### config.mk
export PLATFORM = sky130hd
export DESIGN_NAME = gray_seq_monitor
export DESIGN_NICKNAME = d
export VERILOG_FILES = /design/src/rtl/gray_seq_monitor.sv
export SDC_FILE = /design/constraint.sdc
export NUM_CORES = 1
export LEC_CHECK = 0
export CORE_MARGIN = 5
export CORE_UTILIZATION = 25
export DETAILED_ROUTE_END_ITERATION = 16
export PLACE_DENSITY_LB_ADDON = 0.12
export SYNTH_ARGS = -nofsm -noshare
export SYNTH_HDL_FRONTEND = slang
export SYNTH_SLANG_ARGS = --single-unit
### constraint.sdc
create_clock -name Clk -period 2.8 [get_ports Clk]
set_input_delay 0.56 -clock Clk [delete_from_list [all_inputs] [get_ports Clk]]
set_output_delay 0.56 -clock Clk [all_outputs]
set_load 0.02 [all_outputs]
### src/rtl/gray_seq_monitor.sv
// Gray-coded count monitor: decodes samples to binary, checks single forward steps,
// counts saturating wrap-arounds and latches the first protocol violation.
module gray_seq_monitor #(
    parameter int unsigned W  = 3,
    parameter int unsigned CW = 8
) (
    input  logic          Clk,
    input  logic          Reset,
    input  logic          Valid,
    input  logic [W-1:0]  Gray,
    input  logic          Resync,
    output logic [W-1:0]  Bin,
    output logic          Locked,
    output logic          Wrap,
    output logic          Overflow,
    output logic [CW-1:0] WrapCount,
    output logic          Error,
    output logic [1:0]    ErrCode
);

    typedef enum logic [1:0] {
        ST_UNLOCKED = 2'b00,
        ST_LOCKED   = 2'b01,
        ST_ERROR    = 2'b10
    } state_t;

    localparam logic [1:0]   ERR_NONE = 2'b00;
    localparam logic [1:0]   ERR_BACK = 2'b01;
    localparam logic [1:0]   ERR_JUMP = 2'b10;
    localparam logic [W-1:0] STEP_FWD = W'(1);
    localparam logic [W-1:0] STEP_BCK = '1;

    state_t        state_q, state_d;
    logic [W-1:0]  bin_q, bin_d;
    logic          wrap_q, wrap_d;
    logic          ovf_q, ovf_d;
    logic [CW-1:0] wcnt_q, wcnt_d;
    logic          err_q, err_d;
    logic [1:0]    code_q, code_d;

    logic [W-1:0]  dec;
    logic [W-1:0]  delta;

    always_comb begin
        dec        = '0;
        dec[W-1]   = Gray[W-1];
        for (int unsigned k = 1; k < W; k++) begin
            dec[W-1-k] = dec[W-k] ^ Gray[W-1-k];
        end
    end

    // bin_q doubles as the previous sample for the step check
    assign delta = dec - bin_q;

    always_comb begin
        state_d = state_q;
        bin_d   = bin_q;
        wrap_d  = 1'b0;
        ovf_d   = ovf_q;
        wcnt_d  = wcnt_q;
        err_d   = err_q;
        code_d  = code_q;

        if (Valid) begin
            bin_d = dec;
        end

        if (Resync) begin
            err_d   = 1'b0;
            code_d  = ERR_NONE;
            state_d = Valid ? ST_LOCKED : ST_UNLOCKED;
        end else if (Valid) begin
            case (state_q)
                ST_UNLOCKED: state_d = ST_LOCKED;
                ST_LOCKED: begin
                    if (delta == STEP_FWD) begin
                        if (dec == '0) begin
                            wrap_d = 1'b1;
                            ovf_d  = 1'b1;
                            if (wcnt_q != '1) begin
                                wcnt_d = wcnt_q + CW'(1);
                            end
                        end
                    end else if (delta == STEP_BCK) begin
                        err_d   = 1'b1;
                        code_d  = ERR_BACK;
                        state_d = ST_ERROR;
                    end else if (delta != '0) begin
                        err_d   = 1'b1;
                        code_d  = ERR_JUMP;
                        state_d = ST_ERROR;
                    end
                end
                default: state_d = state_q;
            endcase
        end
    end

    always_ff @(posedge Clk) begin
        if (Reset) begin
            state_q <= ST_UNLOCKED;
            bin_q   <= '0;
            wrap_q  <= 1'b0;
            ovf_q   <= 1'b0;
            wcnt_q  <= '0;
            err_q   <= 1'b0;
            code_q  <= ERR_NONE;
        end else begin
            state_q <= state_d;
            bin_q   <= bin_d;
            wrap_q  <= wrap_d;
            ovf_q   <= ovf_d;
            wcnt_q  <= wcnt_d;
            err_q   <= err_d;
            code_q  <= code_d;
        end
    end

    assign Bin       = bin_q;
    assign Locked    = (state_q == ST_LOCKED);
    assign Wrap      = wrap_q;
    assign Overflow  = ovf_q;
    assign WrapCount = wcnt_q;
    assign Error     = err_q;
    assign ErrCode   = code_q;

endmodule
==> results.json <==
{
  "holdCritPathClass": "flop to flop",
  "grtUsageTotal": 0.0909,
  "layout-drive-gt1-share": 0.244,
  "io_buffers": 23,
  "synth-seq-cells": 18,
  "fmax_mhz": 369,
  "clk_pin_slew_ps": 70,
  "core_um2": 3610,
  "finalSetupViolations": 0,
  "met3_length_um": 79,
  "drt_pre_antenna_iters": 4,
  "nets": 147,
  "rr_worst_depth": 7,
  "cts_buffers": 3,
  "overflow": 0,
  "n_antenna_cell": 0,
  "dp_cells": 175,
  "period_minus_slack_ps": 2710,
  "drv_slew": 0,
  "synth_cells": 97,
  "drt_iter0_markers": 57,
  "hold_slack_ps": 461,
  "finish.utilization": 0.393,
  "worstPathArrival_ps": 2900,
  "cts_tree": "built",
  "wl_met2_mm": 1.17,
  "worstSetupStartpointType": "input pin",
  "cp-endpoint": "WrapCount[0]$_SDFFE_PP0P_",
  "power.density_nw_per_um2": 417,
  "r2r_slack_ps": 840,
  "synthTopCellsByArea": "dfxtp_1, nor2_1, a21oi_1",
  "syn-num-nets": 108,
  "area_growth_pct": 56.0,
  "rr_startpoint": "Bin[0]$_SDFFE_PP0P_",
  "yosys.area.top_type": "dfxtp_1",
  "ios": 24,
  "num_vias": 848,
  "fin_cells": 183,
  "hpwl_mm": 1.63,
  "routed_wl_mm": 2.29,
  "synth-edff-count": 0,
  "status": "complete, no violations",
  "setup.worst_path.class": "input pin to flop",
  "hold_viol_final": 0,
  "synthFlopType": "dfxtp_1",
  "cts_root_buffer": "clkbuf_8",
  "async_reset_ff_frac": 0,
  "clockBufferDepth": 2,
  "synth_most_common_cell": "dfxtp_1",
  "cts_hold_buffers": 0,
  "rows": 22,
  "clkLatencyLatePin_ps": 250,
  "grt_pass1_wl_mm": 3.67,
  "grt_max_degree": 11,
  "worst_slew_margin_rel": 0.584,
  "yosys_warnings": 0,
  "drt-met1-wl_mm": 1.03,
  "die_y_um": 70.3,
  "detail-route-antenna-nets": 0,
  "wl_per_cell_um": 12.5,
  "r2r_end": "WrapCount[0]$_SDFFE_PP0P_",
  "worstPathRequired_ps": 2990,
  "ys_seq_area_frac": 0.396,
  "cts_max_level": 1,
  "tightest_slew_ps": 621,
  "synth_top_area_share": 0.396,
  "die_area_um2": 4940,
  "fillers": 363,
  "syn_area_per_cell_um2": 9.38,
  "regArea_um2": 360,
  "antenna_found_initial": 0,
  "cp-startpoint": "Gray[0]",
  "multiInputGateArea_um2": 588,
  "fp.dieW_um": 70.3,
  "syn_area_um2": 910,
  "drv_cap": 0,
  "fin_crit_sh": 0.969,
  "synth_cell_types": 36,
  "drc": 0,
  "ys_top_cells_by_count": "dfxtp_1, nor2_1, a21oi_1",
  "vias_per_cell": 4.63,
  "leakagePower_nw": 0.503,
  "top_layer": "met4",
  "grt_pass1_vias": 902,
  "worstSetupEndpointType": "flop",
  "peakVddDrop_v": 0.000225,
  "cts.sinks": 18,
  "initial_core_util": 0.252,
  "gp_congestion": 0.728,
  "worst-path-max-fanout": 6,
  "clock_skew_ps": 2.03
}
==> registers in the layout (all words and copies together) (netlist names) <==
name       count
Bin            3
ErrCode        2
Error          1
Overflow       1
Wrap           1
WrapCount      8
state_q        2
==> routing by layer <==
metal / global-route usage / vias to the layer above
met5: 0 / -
met4: 0.0340 / 0
met3: 0.0216 / 2
met2: 0.168 / 17
met1: 0.0983 / 402
li1: - / 427
==> power by group <==
group          internal [mW]  leakage, nW  total (mW)  switching, mW
combinational         0.0567        0.328       0.110         0.0528
sequential             0.262        0.146       0.268        0.00559
clock                  0.125       0.0288       0.215         0.0896
==> cell families after synthesis <==
| kind of cell | after synthesis | synth area share |
|---|---|---|
| adder cells (fa/ha/maj) | 4 | 0.0633 |
| flip-flops | 18 | 0.396 |
| AO/OA/AOI/OAI | 20 | 0.140 |
| buffers and inverters | 7 | 0.0385 |
| XOR/XNOR | 2 | 0.0358 |
| AND/OR/NAND/NOR | 43 | 0.292 |
| multiplexers | 3 | 0.0344 |
==> per-stage QoR <==
| stage | setup TNS [ps] | area, um^2 | power, mW | setup slack (ps) |
|---|---|---|---|---|
| 2_1_floorplan | 0 | 920 | 0.326 | 31.4 |
| 3_3_place_gp | -4170 | 1270 | 0.374 | -407 |
| 3_5_place_dp | -4370 | 1270 | 0.373 | -450 |
| 4_1_cts | 0 | 1360 | 0.595 | 26.2 |
| 5_1_grt | -15.4 | 1420 | 0.625 | -6.29 |
| 6_report | 0 | 1420 | 0.592 | 86.9 |
==> worst min path at each step <==
| stage | from | endpoint | slack [ps] | cells past startpoint |
|---|---|---|---|---|
| 2_1_floorplan | state_q[1]$_SDFFE_PP0P_ | state_q[1]$_SDFFE_PP0P_ | 510 | 1 |
| 3_3_place_gp | ErrCode[0]$_SDFFE_PP0P_ | ErrCode[0]$_SDFFE_PP0P_ | 450 | 2 |
| 3_5_place_dp | ErrCode[0]$_SDFFE_PP0P_ | ErrCode[0]$_SDFFE_PP0P_ | 460 | 2 |
| 4_1_cts | ErrCode[0]$_SDFFE_PP0P_ | ErrCode[0]$_SDFFE_PP0P_ | 470 | 2 |
| 5_1_grt | Overflow$_SDFFE_PP0P_ | Overflow$_SDFFE_PP0P_ | 510 | 2 |
| 6_report | ErrCode[0]$_SDFFE_PP0P_ | ErrCode[0]$_SDFFE_PP0P_ | 460 | 2 |
==> what timing repair did <==
action                                  4_1_cts  5_1_grt
gates resized for setup                       4        8
endpoints found under the setup margin       11        9
endpoints found under the hold margin         0        0
pin swaps                                     2        6
setup buffers                                 3        1
==> worst max-delay path, stage by stage <==
cell and delay, ps:
clkdlybuf4s50_1 450, inv_1 60, ha_4 260, inv_1 30, ha_1 180, fa_2 330
xnor3_2 260, nand4_4 130, buf_6 180, or3_1 340, a21oi_1 120
==> final cells by class <==
type,instances,area share
well taps,48,0.0423
inverters,3,0.00794
multi-input cells,72,0.414
flip-flops and latches,18,0.254
repair buffers,38,0.243
clock buffers,4,0.0388
==> cell usage in the layout (no fill, tap or decap), drive strengths merged, types with 3 or more instances in the layout <==
| cell | synthesis | layout |
|---|---|---|
| buf | 2 | 15 |
| o21ai | 4 | 4 |
| nor3b | 3 | 3 |
| clkdlybuf4s50 | 0 | 21 |
| dfxtp | 18 | 18 |
| ha | 3 | 3 |
| nor2b | 3 | 3 |
| nand2 | 6 | 6 |
| nor2 | 11 | 11 |
| nor4 | 3 | 3 |
| inv | 3 | 3 |
| a211oi | 3 | 3 |
| clkbuf | 2 | 4 |
| a21oi | 8 | 8 |
| nor3 | 5 | 5 |
| nand3 | 4 | 4 |
Power figures use the tool's default switching activity.
